$ cat config.mk
export PLATFORM = sky130hd
export DESIGN_NAME = core_ifetch_prefetch
export DESIGN_NICKNAME = d
export VERILOG_FILES = /design/src/rtl/core_ifetch_prefetch.sv
export SDC_FILE = /design/constraint.sdc
export NUM_CORES = 1
export LEC_CHECK = 0
export ABC_AREA = 1
export CORE_MARGIN = 3
export CORE_UTILIZATION = 52
export DETAILED_ROUTE_END_ITERATION = 6
export PLACE_DENSITY = 0.81
export RECOVER_POWER = 25
export SETUP_SLACK_MARGIN = 0.15
export SYNTH_ARGS = -nofsm -noshare
export SYNTH_HDL_FRONTEND = slang
export SYNTH_SLANG_ARGS = --single-unit
export TNS_END_PERCENT = 5
$ cat constraint.sdc
create_clock -name i_clk -period 4.1 [get_ports i_clk]
set_clock_uncertainty 0.05 [all_clocks]
set_input_delay 1.025 -clock i_clk [delete_from_list [all_inputs] [get_ports i_clk]]
set_output_delay 1.025 -clock i_clk [all_outputs]
set_load 0.03 [all_outputs]
$ cat src/rtl/core_ifetch_prefetch.sv
// core_ifetch_prefetch: RV32I sequential-prefetch instruction fetch front end.
// Issues AXI4-Lite reads ahead of decode, buffers returned words with their PCs,
// and supports FLUSH redirects that discard stale in-flight responses.
// Optional feature macro: IFETCH_ERR_EN (flag non-OKAY responses, halt issue until FLUSH).
module core_ifetch_prefetch #(
    parameter logic [31:0] PC_INIT         = 32'h0,
    parameter int unsigned AXI_AWIDTH      = 32,
    parameter int unsigned AXI_DWIDTH      = 32,
    parameter int unsigned FIFO_DEPTH      = 4,
    parameter int unsigned MAX_OUTSTANDING = 2
) (
    input  logic                  i_clk,
    input  logic                  i_nrst,
    output logic [AXI_AWIDTH-1:0] o_axi_araddr,
    output logic                  o_axi_arvalid,
    input  logic                  i_axi_arready,
    input  logic [AXI_DWIDTH-1:0] i_axi_rdata,
    input  logic [1:0]            i_axi_rresp,
    input  logic                  i_axi_rvalid,
    output logic                  o_axi_rready,
    output logic [31:0]           o_instr,
    output logic [31:0]           o_instr_pc,
    output logic                  o_instr_valid,
    input  logic                  i_instr_ready,
    output logic                  o_instr_err,
    input  logic                  i_flush,
    input  logic [31:0]           i_pc_next,
    output logic                  o_busy
);

    localparam int unsigned PW = $clog2(FIFO_DEPTH);
    localparam int unsigned CW = $clog2(FIFO_DEPTH) + 2;
    localparam logic [CW-1:0] DEPTH_C  = CW'(FIFO_DEPTH);
    localparam logic [CW-1:0] MAXOUT_C = CW'(MAX_OUTSTANDING);

    // architectural state
    logic [31:0]   r_fetch_pc;
    logic [31:0]   r_ar_pc;
    logic          r_arvalid;
    logic          r_ar_stale;
    logic          r_rready;
    logic [CW-1:0] r_out;
    logic [CW-1:0] r_disc;
    logic [CW-1:0] r_fifo_cnt;
    logic [PW-1:0] r_fifo_rd;
    logic [PW-1:0] r_fifo_wr;
    logic [PW-1:0] r_tag_rd;
    logic [PW-1:0] r_tag_wr;

    // storage (no reset needed: guarded by counters/pointers)
    logic [31:0]   r_fifo_data [FIFO_DEPTH];
    logic [31:0]   r_fifo_pc   [FIFO_DEPTH];
    logic [31:0]   r_tag_pc    [FIFO_DEPTH];

    // next-state and event wires
    logic          w_ar_hs;
    logic          w_hs_live;
    logic          w_hs_stale;
    logic          w_tag_push;
    logic          w_r_beat;
    logic          w_r_drop;
    logic          w_r_live;
    logic          w_push;
    logic          w_pop;
    logic          w_hold;
    logic          w_err_in;
    logic          w_halt_n;
    logic [31:0]   w_rdata;
    logic [31:0]   w_fetch_pc_n;
    logic [31:0]   w_ar_pc_n;
    logic          w_arvalid_n;
    logic          w_stale_n;
    logic [CW-1:0] w_out_n;
    logic [CW-1:0] w_disc_n;
    logic [CW-1:0] w_fifo_cnt_n;

    assign w_rdata    = i_axi_rdata[31:0];
    assign w_ar_hs    = r_arvalid & i_axi_arready;
    assign w_hs_live  = w_ar_hs & ~r_ar_stale;
    assign w_hs_stale = w_ar_hs & r_ar_stale;
    assign w_tag_push = w_hs_live & ~i_flush;
    assign w_r_beat   = i_axi_rvalid & r_rready;
    assign w_r_drop   = w_r_beat & (r_disc != '0);
    assign w_r_live   = w_r_beat & (r_disc == '0);
    assign w_push     = w_r_live & ~i_flush;
    assign w_pop      = o_instr_valid & i_instr_ready & ~i_flush;
    assign w_hold     = r_arvalid & ~i_axi_arready;

`ifdef IFETCH_ERR_EN
    logic r_halt;
    logic r_fifo_err [FIFO_DEPTH];

    assign w_err_in    = (i_axi_rresp != 2'b00);
    assign o_instr_err = o_instr_valid & r_fifo_err[r_fifo_rd];

    // issue halt: set by a buffered error beat, released by redirect
    always_ff @(posedge i_clk or negedge i_nrst) begin
        if (!i_nrst) begin
            r_halt <= 1'b0;
        end else begin
            r_halt <= w_halt_n;
        end
    end

    // error flag storage alongside each buffered word
    always_ff @(posedge i_clk) begin
        if (w_push) begin
            r_fifo_err[r_fifo_wr] <= w_err_in;
        end
    end
`else
    logic w_unused_rresp;

    assign w_unused_rresp = ^i_axi_rresp;
    assign w_err_in       = 1'b0;
    assign o_instr_err    = 1'b0;
`endif

    // next-state: credit counters, fetch address and AR issue decision
    always_comb begin
        w_out_n      = r_out + CW'(w_hs_live) - CW'(w_r_live);
        w_disc_n     = r_disc + CW'(w_hs_stale) - CW'(w_r_drop);
        w_fifo_cnt_n = r_fifo_cnt + CW'(w_push) - CW'(w_pop);
        w_fetch_pc_n = w_hs_live ? (r_fetch_pc + 32'd4) : r_fetch_pc;
        w_halt_n     = 1'b0;
        w_stale_n    = 1'b0;

`ifdef IFETCH_ERR_EN
        w_halt_n = r_halt | (w_push & w_err_in);
`endif

        // redirect: everything still in flight becomes discard credit
        if (i_flush) begin
            w_disc_n     = w_disc_n + w_out_n;
            w_out_n      = '0;
            w_fifo_cnt_n = '0;
            w_fetch_pc_n = i_pc_next;
            w_halt_n     = 1'b0;
        end

        // a pending AR stays stable; a flush while pending marks it stale
        if (w_hold) begin
            w_stale_n   = r_ar_stale | i_flush;
            w_arvalid_n = 1'b1;
            w_ar_pc_n   = r_ar_pc;
        end else begin
            w_arvalid_n = ~w_halt_n
                        & ((w_fifo_cnt_n + w_out_n + w_disc_n) < DEPTH_C)
                        & (w_out_n < MAXOUT_C);
            w_ar_pc_n   = w_fetch_pc_n;
        end
    end

    // state register with async reset
    always_ff @(posedge i_clk or negedge i_nrst) begin
        if (!i_nrst) begin
            r_fetch_pc <= PC_INIT;
            r_ar_pc    <= PC_INIT;
            r_arvalid  <= 1'b0;
            r_ar_stale <= 1'b0;
            r_rready   <= 1'b0;
            r_out      <= '0;
            r_disc     <= '0;
            r_fifo_cnt <= '0;
            r_fifo_rd  <= '0;
            r_fifo_wr  <= '0;
            r_tag_rd   <= '0;
            r_tag_wr   <= '0;
        end else begin
            r_fetch_pc <= w_fetch_pc_n;
            r_ar_pc    <= w_ar_pc_n;
            r_arvalid  <= w_arvalid_n;
            r_ar_stale <= w_stale_n;
            r_rready   <= 1'b1;
            r_out      <= w_out_n;
            r_disc     <= w_disc_n;
            r_fifo_cnt <= w_fifo_cnt_n;
            if (i_flush) begin
                r_fifo_rd <= '0;
                r_fifo_wr <= '0;
                r_tag_rd  <= '0;
                r_tag_wr  <= '0;
            end else begin
                if (w_push)     r_fifo_wr <= r_fifo_wr + PW'(1);
                if (w_pop)      r_fifo_rd <= r_fifo_rd + PW'(1);
                if (w_tag_push) r_tag_wr  <= r_tag_wr + PW'(1);
                if (w_push)     r_tag_rd  <= r_tag_rd + PW'(1);
            end
        end
    end

    // tag queue of issued PCs and instruction buffer payload
    always_ff @(posedge i_clk) begin
        if (w_tag_push) begin
            r_tag_pc[r_tag_wr] <= r_ar_pc;
        end
        if (w_push) begin
            r_fifo_data[r_fifo_wr] <= w_rdata;
            r_fifo_pc[r_fifo_wr]   <= r_tag_pc[r_tag_rd];
        end
    end

    assign o_axi_araddr  = AXI_AWIDTH'(r_ar_pc);
    assign o_axi_arvalid = r_arvalid;
    assign o_axi_rready  = r_rready;
    assign o_instr       = r_fifo_data[r_fifo_rd];
    assign o_instr_pc    = r_fifo_pc[r_fifo_rd];
    assign o_instr_valid = (r_fifo_cnt != '0);
    assign o_busy        = (r_out != '0) | (r_disc != '0);

endmodule

# Word-level counts from Yosys, hierarchy flattened
# Memories as Yosys holds them, arrays and structs flattened.
# Cells that the tools add are included.
[classes] muxes=19 order_cmp=2 n_bitwise=17 reduce_logical=7 n_addsub=14
[ops] operator="two-way mux 32 bit" count=2
[ops] operator="adder 32 x 3 -> 32 bit, second input constant" count=1
[ops] operator="two-way mux 2 bit" count=8
[ops] operator="adder 4 x 1 -> 4 bit" count=3
[ops] operator="adder 4 bit" count=3
[ops] operator="bitwise AND 1 bit" count=12
[ops] operator="two-way mux 4 bit" count=3
[ops] operator="nonzero test 4 bit" count=3
[ops] operator="subtractor 4 x 1 -> 4 bit" count=3
[ops] operator="adder 2 x 1 -> 2 bit, second input constant" count=4
[ops] operator="two-way mux 1 bit" count=6
[ops] operator="nonzero test 2 bit" count=3
[ops] operator="logical NOT 4 bit" count=1
[ops] operator="less-than comparator 4 x 2 -> 1 bit, second input constant" count=1
[ops] operator="less-than comparator 4 x 3 -> 1 bit, second input constant" count=1
[ops] operator="inverter 1 bit" count=3
[ops] operator="OR 1 bit" count=2
[word_totals] out_inout_bits=101 memories=3 elab_cells=74 regBits=87 ramBits=384 inputBits=72
[mem_list] memory="r_fifo_data" depth=4 word_bits=32 read_ports=1 rd_clocked_by_memory_dff=0 write_ports=1 line="51" source="logic [31:0] r_fifo_data [FIFO_DEPTH];"
[mem_list] memory="r_fifo_pc" depth=4 word_bits=32 read_ports=1 rd_clocked_by_memory_dff=0 write_ports=1 line="52" source="logic [31:0] r_fifo_pc [FIFO_DEPTH];"
[mem_list] memory="r_tag_pc" depth=4 word_bits=32 read_ports=1 rd_clocked_by_memory_dff=0 write_ports=1 line="53" source="logic [31:0] r_tag_pc [FIFO_DEPTH];"

# Logic depth before layout (Yosys ltp)
# Gate-level depths: netlist of run 1.
[depth] depth_word=11 ltp_mapped=27 ltp_nobuf=27

# Worst setup path after synthesis of run 1
# Ideal clock, no wire load.
[synth_timing] kind="input port to flip-flop" start="in i_axi_arready" end="reg r_arvalid, in the netlist o_axi_arvalid" path_slack_ns=-0.832 setup_ns=0.130 arrival_time_ns=4.752 cell_stages=23 t_required_ns=3.920 n_path_buf=1 path_cell_list="nand2_2 > clkinv_2 > nand2_4 > clkbuf_1 > ha_1 > inv_1 > ha_1 > fa_1 > fa_1 > xnor2_1 > nand2_1 > nand2_1 > fa_1 > inv_1 > fa_1 > xnor2_1 > inv_1 > nand2_1 > nand2_1 > inv_1 > nand3_1 > nand3_1 > nand2_1"
[synth_between] elab_chain_cells=10 elab_cells_between_ends=18 classes_between="7 x add/sub; 2 x order compare; 3 x mux; 6 x bitwise"
[synth_rtl] element="start: declaration" line="16" source="input logic i_axi_arready,"
[synth_rtl] element="bitwise AND 1 bit" line="78" source="assign w_ar_hs = r_arvalid & i_axi_arready;"
[synth_rtl] element="bitwise AND 1 bit, on equally long branches" line="79, 80"
[synth_rtl] element="adder 4 x 1 -> 4 bit, on equally long branches" line="121, 122"
[synth_rtl] element="subtractor 4 x 1 -> 4 bit, on equally long branches" line="121, 122"
[synth_rtl] element="two-way mux 4 bit or adder 4 bit (tied branches)" line="133, 134"
[synth_rtl] element="adder 4 bit or two-way mux 4 bit (tied branches)" line="148, 133"
[synth_rtl] element="adder 4 bit" line="148" source="& ((w_fifo_cnt_n + w_out_n + w_disc_n) < DEPTH_C)"
[synth_rtl] element="less-than comparator 4 x 3 -> 1 bit" line="148"
[synth_rtl] element="bitwise AND 1 bit" line="149" source="& (w_out_n < MAXOUT_C);"
[synth_rtl] element="two-way mux 1 bit *" line="142" source="if (w_hold) begin"
[synth_rtl] element="named net w_arvalid_n" line="71" source="logic w_arvalid_n;"
[synth_rtl] element="end signal: assignment" line="172" source="r_arvalid <= w_arvalid_n;"
[synth_rtl] element="end: declaration" line="39" source="logic r_arvalid;"
# Mark *: on every way through the listed nets, which the timed path passes. The rest lies on a longest branch.
# A chain may end at the register's enable or synchronous reset.

# Worst setup path in the final report of run 1
[layout_timing] start="in i_axi_arready" end="reg r_arvalid, in the netlist o_axi_arvalid"
[layout_between] elab_chain_cells=10 elab_cells_between_ends=18 classes_between="7 x add/sub; 2 x order compare; 3 x mux; 6 x bitwise"
[layout_rtl] element="bitwise AND 1 bit *" line="78"
[layout_rtl] element="bitwise AND 1 bit, on equally long branches" line="80, 79"
[layout_rtl] element="adder 4 x 1 -> 4 bit, on equally long branches" line="122, 121"
[layout_rtl] element="subtractor 4 x 1 -> 4 bit, on equally long branches" line="122, 121"
[layout_rtl] element="adder 4 bit" line="134" source="w_disc_n = w_disc_n + w_out_n;"
[layout_rtl] element="two-way mux 4 bit *" line="133" source="if (i_flush) begin"
[layout_rtl] element="named net w_disc_n[1]" line="74" source="logic [CW-1:0] w_disc_n;"
[layout_rtl] element="adder 4 bit *" line="148"
[layout_rtl] element="less-than comparator 4 x 3 -> 1 bit *" line="148"
[layout_rtl] element="bitwise AND 1 bit *" line="149"
[layout_rtl] element="two-way mux 1 bit *" line="142"
[layout_rtl] element="named net w_arvalid_n" line="71"
# Marked as above.

==> results of run 1 <==
[critical path, cell delays in order]
cell,delay [ns]
buf_4,0.10
nand2_4,0.05
clkinv_4,0.06
nand2_4,0.05
ha_4,0.25
inv_2,0.03
ha_4,0.15
fa_1,0.49
fa_2,0.56
nand2_2,0.05
o21ai_2,0.08
inv_2,0.05
fa_1,0.49
a21oi_2,0.04
fa_2,0.35
xnor2_2,0.18
nand4_1,0.12
nand2_2,0.13
nand2_1,0.06
nand3_1,0.07
nand2_1,0.05
[area by class of cell]
type                            instances  share of cell area
Clock buffer                           55             0.05025
Clock inverter                         31             0.01379
Inverter                               85             0.01400
Sequential cell                       471              0.5767
Timing Repair Buffer                  229             0.09707
Tap cell                              468             0.02462
Multi-Input combinational cell       1021              0.2236
[layer usage]
metal  track usage  up-vias
met5             0        -
met4       0.06100        0
met3       0.03844       68
met2        0.3730      468
met1        0.3075     6496
li1              -     6215
[cell families (layout without fill, tap and decap cells)]
family | Yosys count | in the layout | synth area share
xor gates and xnor gates | 11 | 11 | 0.004952
adders and majority gates | 35 | 35 | 0.02521
and+or+nand+nor | 651 | 651 | 0.1408
other | 2 | 2 | 0.0003860
DFF | 471 | 471 | 0.7046
buffers and inverters | 166 | 400 | 0.03286
AOI/OAI and AO/OA | 322 | 322 | 0.09113
[power breakdown]
part,leakage [nW],internal [mW],switching [mW]
Combinational,3.52,1.69,2.70
Sequential,4.51,5.62,0.346
Clock,0.739,2.47,1.76
Total,8.77,9.78,4.80
[synthesized netlist by cell type, types with 2 or more instances]
cell type,count,share of area
o21ai_0,200,0.051
ha_1,28,0.018
or2_2,17,0.0055
nand2_2,8,0.0026
nor3_1,6,0.0015
o21ai_1,2,0.00051
inv_1,82,0.016
buf_2,9,0.0023
o21ai_2,2,0.00090
nand3_1,65,0.017
nand3b_1,9,0.0035
o22ai_1,96,0.031
nand2_1,256,0.049
clkbuf_1,68,0.013
conb_1,2,0.00039
nor2_4,4,0.0023
nor2_1,261,0.050
inv_2,2,0.00039
a21oi_1,8,0.0021
a31oi_1,4,0.0013
xnor2_1,5,0.0023
nand4_1,6,0.0019
and2_1,12,0.0039
fa_1,7,0.0072
buf_1,3,0.00058
o21bai_1,2,0.00077
dfrtp_1,87,0.11
nor2_2,4,0.0013
edfxtp_1,384,0.59
xor2_1,6,0.0027
a21boi_1,3,0.0012
[sequential cells by signal, indices dropped and copies added (netlist names), 2 cells and up]
signal,cells
r_tag_rd,2
r_fifo_pc,128
r_disc,4
r_fifo_data,128
r_fetch_pc,32
r_fifo_wr,2
r_out,4
r_tag_pc,128
r_tag_wr,2
r_fifo_rd,2
r_fifo_cnt,4
o_axi_araddr,32
[through the flow]
| step | cells | util | hold WS [ns] | power [mW] | cell area, sq um |
|---|---|---|---|---|---|
| finish | 2360 | 0.6465 | 0.4376 | 14.58 | 23780 |
| global route | 2360 | 0.6465 | 0.4614 | 15.30 | 23780 |
| CTS | 2356 | 0.6429 | 0.3579 | 14.51 | 23650 |
| detailed placement | 2267 | 0.5989 | 0.4086 | 10.18 | 22030 |
| global placement | 2267 | 0.5989 | 0.4001 | 10.06 | 22030 |
| floorplan | 1658 | - | 0.3874 | 8.430 | 19460 |
[layout by cell type (no fill, tap or decap), drive strengths merged, types with 3 or more instances in the layout]
cell type,n
a31oi,4
a21oi,8
inv,85
nand2,265
nand4,6
nor3,8
edfxtp,384
xor2,6
or2,17
clkdlybuf4s50,140
clkbuf,57
nor2,269
and2,12
nand3b,9
a21boi,4
dlygate4sd3,24
dfrtp,87
xnor2,5
nand3,65
fa,7
clkinv,22
buf,61
bufinv,6
o22ai,96
o21ai,204
clkinvlp,3
ha,28
[path summary, 6_finish.rpt]
check	slack, ns	depth (start not counted)	from	endpoint
worst min-delay path	0.44	2	r_fetch_pc[1]	r_fetch_pc[1]
max in group asynchronous	1.08	2	i_nrst	o_axi_araddr[21]
min in group asynchronous	0.98	1	i_nrst	o_axi_araddr[13]
worst min register to register	0.44	2	r_fetch_pc[1]	r_fetch_pc[1]
worst max register to register	0.04	22	r_disc[2]	o_axi_arvalid
worst max-delay path	0.01	21	i_axi_arready	o_axi_arvalid
[what timing repair did]
action	CTS	global route
gates resized for setup	34	24
setup endpoints to repair	3	6
buffers inserted	3	4
pin swaps	17	17
==> metrics.md, run 1 <==
| Metric | Value |
|---|---|
| Clock transition at path regs | about 0.06 ns |
| Clock Latency Late Sink | 0.57 ns |
| Die Wd | roughly 200 microns |
| Fillcell total | approximately 2.6k |
| Worst-margin pin slew | roughly 2.0 ns |
| CTS Root Cell | clkbuf_16 |
| Number of diodes | 0 |
| Avg WL per Cell | about 19 microns |
| Met1 wire length | approximately 19,000 microns |
| Metal3 WL | approximately 3300 microns |
| Gr usage total | 0.2232 |
| Combined area of all synthesized cells | between 15,000 and 20,000 sq um |
| IO buf count | 169 |
| CTS buffer count | 46 |
| Clk buf depth | 3 |
| Place WS | -1.233 ns |
| Worst Slack Setup Final | 0.01096 ns |
| Synthesis Warnings | 0 |
| Max-cap violations | 1 |
| Grt total ovfl | 0 |
| Seq cells post-synth | between 400 and 500 |
| Post-route minimum period | just over 4 ns |
| Number of global-route vias before repair | ~13k |
| CP Max Fanout | 3 |
| Post-synthesis sequential area ratio | 0.7046 |
| DR vias/cell | ~5.6 |
| Post-synthesis cell type count | 41 |
| Final Hold Fails | 0 |
| Fmax | between 200 and 250 MHz |
| WL final | between 40,000 and 50,000 microns |
| Post-Syn Instances | between 1.5k and 2k |
| Status | finished with violations |
| Slew HR | -0.3636 |
| Synth-to-layout area growth | 22.23% |
| Layout cells sized above 1 | 0.1142 |
| Core Region | between 30,000 and 40,000 sq um |
| Pwr Density | 613.1 nW/um^2 |
| Critical Path Start Type | input port |
| Arrival time at the worst endpoint | between 4 and 5 ns |
| Initial DRT Pass Iterations | 5 |
| Period utilisation layout | 0.9973 |
| # DRC | 0 |
| Top Metal Used | met4 |
| Min-Delay Path Class | register to register |
| Final TNS setup | 0 ns |
| Initial Utilization | 0.5289 |
| DIE AREA | slightly below 40,000 sq um |
| Reg area | 13,710 sq um |
| Worst EP required | between 4 and 5 ns |
| Final setup viols | 0 |
| Placer Congestion | 0.9309 |
| # IOs | 173 |
| RSZ-0062 raised after global routing | yes |
| Clock tree sinks | ~470 |
| Failing checks | capacitance limit, slew limit |
| Htree depth | 2 |
| Met2 wire len | around 22,000 microns |
| Antenna violations before repair | 0 |
| Crit Path Category | input port to register |
| First-pass GRT wire length | ~69,000 microns |
| Hold buffer count at CTS | 0 |
| Multi-input logic area | 5318 sq um |
| Die Height | between 150 and 200 microns |
| Syn nets | around 1.8k |
| DR iter-0 viols | 961 |
| Peak VDD IR | 0.0005275 V |
| Ys flop type | edfxtp_1 |
| Placement Rows | 70 |
| Setup crit end kind | register |
| Dpl hpwl | ~28,000 microns |
| Antenna Violating Nets Remaining | 0 |
| FFs w/ async S/R, synth | 0.1847 |
| Routed via count | around 13k |
| Pin count of the biggest net entering global routing | 129 |
| CTS tree | yes |
| # nets final | 1,961 |
| Final Slew Violations | 38 |
| Synth Area per Inst | 11.73 sq um |
| Post-synth EDFFs | 384 |
| LEAKAGE | 8.767 nW |
Note: power is estimated with default switching activity, not from simulation.
==> run 2, diff against run 1 <==
--- a/config.mk
+++ b/config.mk
@@ -6,6 +6,7 @@
 export NUM_CORES = 1
 export LEC_CHECK = 0
 export ABC_AREA = 1
+export CAP_MARGIN = 20
 export CORE_MARGIN = 3
 export CORE_UTILIZATION = 52
 export DETAILED_ROUTE_END_ITERATION = 6
==> results of run 2 <==
No change in the layout: final DEF, timing and power equal those of run 1.
==> run 3, diff against run 2 <==
--- a/config.mk
+++ b/config.mk
@@ -5,7 +5,6 @@
 export SDC_FILE = /design/constraint.sdc
 export NUM_CORES = 1
 export LEC_CHECK = 0
-export ABC_AREA = 1
 export CAP_MARGIN = 20
 export CORE_MARGIN = 3
 export CORE_UTILIZATION = 52
==> run 3 against run 2 <==
Effect of this change:
- the flow finishes with violations (capacitance limit, slew limit, setup timing)
- utilization increased by 0.81 points
- die area is 4.6% lower
- first-iteration DRC count is 28% lower
- final area fell by 4.2%
- final cell count fell by 28%
- synthesized cell count fell by 42%
- non-clock buffer count did not move
- sequential power decreased by 2%
- synthesized area down 4.8%
- register-to-register slack lost 0.83 ns
- hold slack improved by 0.017 ns
- critical path type is now register to register
- critical endpoint unchanged
- largest power group unchanged
==> metrics.md, run 3 <==
| Metric | Value |
|---|---|
| Core Region | 34,800 sq um (-5.4%) |
| Post-route minimum period | 4.887 ns (+0.7978 ns) |
| Number of diodes | 0 (unchanged) |
| Worst Setup SP | r_disc[2] |
| CP Cell Sequence | inv_2 -> ha_4 -> nor3b_4 -> buf_4 -> nor2_2 -> ha_1 -> inv_1 -> ha_2 -> fa_2 -> fa_2 -> xnor2_2 -> nand2_1 -> o21a_1 -> inv_2 -> fa_1 -> inv_2 -> fa_1 -> or4_4 -> o22ai_4 -> nand2_1 -> o211ai_1 |
| Non-Filler Instances | 1,689 (-28%) |
| Die Wd | 194.7 microns (-2.3%) |
| Gr usage total | 0.2011 (-0.02210) |
| Clock Latency Late Sink | 0.57 ns (about the same) |
| Post-synthesis cell type count | 49 (+20%) |
| Final Slew Violations | 64 (+68%) |
| Arrival time at the worst endpoint | 5.31 ns (+0.84 ns) |
| CTS Root Cell | clkbuf_16 |
| Launching point of the worst reg2reg path | r_disc[2] |
| Initial DRT Pass Iterations | 5 (unchanged) |
| Layout cells sized above 1 | 0.2326 (+0.1184) |
| Placement Rows | 68 (-2.9%) |
| Largest registers | r_fifo_data x128, r_fifo_pc x128, r_tag_pc x128 |
| Status | finished with violations |
| Clock tree sinks | 471 (unchanged) |
| Htree depth | 2 (unchanged) |
| Place WS | -1.556 ns (-0.3230 ns) |
| FFs w/ async S/R, synth | 0.1847 (unchanged) |
| Slowest cell on crit path | or4_4 |
| WL final | 37,740 microns (-16%) |
| Pin count of the biggest net entering global routing | 64 (-50%) |
| Hold buffer count at CTS | 0 (unchanged) |
| # DRC | 0 (unchanged) |
| CTS buffer count | 46 (unchanged) |
| Synth area leaders | edfxtp_1 62%, dfrtp_1 12%, mux4_2 12% |
| Min-Delay Path Class | register to register |
| Commonest non-fill, non-tap cells in the layout | 384 x edfxtp_1, 144 x clkdlybuf4s50_1, 96 x mux4_2, 84 x dfrtp_1, 57 x nand2_1 |
| Failing checks | capacitance limit, slew limit, setup timing |
| IO buf count | 169 (unchanged) |
| Fillcell total | 2,294 (-13%) |
| Yosys top cell area share | 0.6225 (+0.02979) |
| DIE AREA | 37,920 sq um (-4.6%) |
| Synthesis Warnings | 0 (unchanged) |
| Ys flop type | edfxtp_1 |
| Clock transition at path regs | 0.06 ns (about the same) |
| Final setup viols | 1 (+1) |
| Worst EP required | 4.53 ns (+0.05 ns) |
| Worst Slack Setup Final | -0.7869 ns (-0.7978 ns) |
| Dpl hpwl | 24,030 microns (-15%) |
| DR vias/cell | 5.639 (+0.46%) |
| Max-cap violations | 1 (unchanged) |
| Routed via count | 9,524 (-28%) |
| Worst-margin pin slew | 1.678 ns (-0.3670 ns) |
| Multi-input logic area | 4648 sq um (-13%) |
| Top cell by count, worst path | inv_2 |
| First-pass GRT wire length | 59,200 microns (-15%) |
| Clk buf depth | 3 (unchanged) |
| Placed cell count | 1,597 (-30%) |
| Pwr Density | 599.6 nW/um^2 (-2.2%) |
| Synth Area per Inst | 19.26 sq um (+64%) |
| Slew HR | -0.1189 (+0.2447) |
| Min-delay src | r_fetch_pc[1] |
| Peak VDD IR | 0.0005318 V (+0.81%) |
| CTS tree | yes |
| Antenna Violating Nets Remaining | 0 (unchanged) |
| Buf/Inv on CP | 5 (+1) |
| Die Height | 194.7 microns (-2.3%) |
| Reg area | 13,720 sq um (about the same) |
| Post-synth EDFFs | 384 (unchanged) |
| Most frequent cell after synthesis | edfxtp_1 |
| Critical Path Max Stage Delay | 0.56 ns (about the same) |
| Setup crit end kind | register |
| CP Max Fanout | 3 (unchanged) |
| # IOs | 173 (unchanged) |
| Delay-heaviest family, CP | adder cells |
| Grt total ovfl | 0 (unchanged) |
| Post-synthesis sequential area ratio | 0.7400 (+0.03541) |
| Placer Congestion | 0.8085 (-13%) |
| # nets final | 1,305 (-33%) |
| Top cells by instance count after synthesis | 384 x edfxtp_1, 96 x mux4_2, 87 x dfrtp_1 |
| DR iter-0 viols | 693 (-28%) |
| Number of global-route vias before repair | 10.09k (-23%) |
| Fmax | 204.6 MHz (-16%) |
| Antenna violations before repair | 0 (unchanged) |
| Post-Syn Instances | 962 (-42%) |
| Total design power | 13.66 mW (-6.3%) |
| Final Hold Fails | 0 (unchanged) |
| Hold slack | 0.4547 ns (+0.01708 ns) |
| Syn nets | 1,069 (-39%) |
| Period utilisation layout | 1.192 (+0.1946) |
| Synth-to-layout area growth | 22.96% |
| Combined area of all synthesized cells | 18,520 sq um (-4.8%) |
| Seq cells post-synth | 471 (unchanged) |
| Crit Path Category | register to register |
| LEAKAGE | 7.902 nW (-9.9%) |
| Initial Utilization | 0.5323 (+0.003447) |
| Critical Path Start Type | register |
| Cell taking the most area after synthesis | edfxtp_1 |
| Avg WL per Cell | 22.35 microns (+17%) |
| Final TNS setup | -0.7869 ns (-0.7869 ns) |
| Most common cell after layout, fill and taps aside | edfxtp_1 |
| RSZ-0062 raised after global routing | yes |
## run 3: cell count changes in the layout (fill, tap and decap cells not counted), moves of 17 or more
cell,delta
inv_1,-47
mux2_2,+30
mux4_2,+96
nand2_1,-191
nand3_1,-52
nor2_1,-212
o21ai_0,-183
o22ai_1,-96
or2_2,-17
xnor2_1,+18
## run 3: cell type report
class                           instances  share of cell area
Tap cell                              455             0.02499
Inverter                               32            0.005274
Multi-Input combinational cell        418              0.2041
Timing Repair Buffer                  229              0.1004
Sequential cell                       471              0.6022
Clock buffer                           60             0.05466
Clock inverter                         24            0.008350
## run 3: worst paths after layout
path	to	slack [ns]	depth (start not counted)
max in group asynchronous	r_fifo_rd[0]	1.93	1
min reg2reg	r_fetch_pc[1]	0.45	1
max	o_axi_arvalid	-0.79	21
max reg2reg	o_axi_arvalid	-0.79	21
min in group asynchronous	o_axi_araddr[7]	0.84	1
min	r_fetch_pc[1]	0.45	1
## run 3: layer usage
layer  global-route usage  wire length [microns]
met1               0.2736                  15760
met5                    0                      0
met3              0.03796                   2077
met4              0.07552                   1271
met2               0.3293                  18630
## run 3: what timing repair did
action | 4_1_cts | 5_1_grt
setup buffers | 5 | 2
pin swaps | 15 | 12
endpoints found under the setup margin | 1 | 1
resized for setup | 15 | 11
## run 3: where the power goes
part           internal [mW]  switching [mW]
clock                   2.27            1.71
sequential              5.55           0.285
combinational           1.84            1.99
## run 3: kinds of logic after synthesis
logic type,count (synthesis),share of synthesized area
adders and majority gates,35,0.02648
xor gates and xnor gates,42,0.01986
buffers and inverters,73,0.01567
muxes,130,0.1372
and+or+nand+nor,162,0.04384
other,2,0.0004054
AOI/OAI and AO/OA,47,0.01655
DFF,471,0.7400
## run 3: per-stage QoR
step	util	area, sq um
floorplan	-	18540
CTS	0.6525	22700
global route	0.6545	22780
finish	0.6545	22780
detailed placement	0.6084	21170
global placement	0.6084	21170
## run 3: worst register-to-register path: stages (launching register included)
cell	delay [ns]
dfrtp_1	0.37
inv_2	0.07
ha_4	0.12
nor3b_4	0.21
buf_4	0.16
nor2_2	0.03
ha_1	0.27
inv_1	0.06
ha_2	0.19
fa_2	0.46
fa_2	0.37
xnor2_2	0.14
nand2_1	0.07
o21a_1	0.17
inv_2	0.05
fa_1	0.49
inv_2	0.05
fa_1	0.51
or4_4	0.56
o22ai_4	0.13
nand2_1	0.07
o211ai_1	0.19
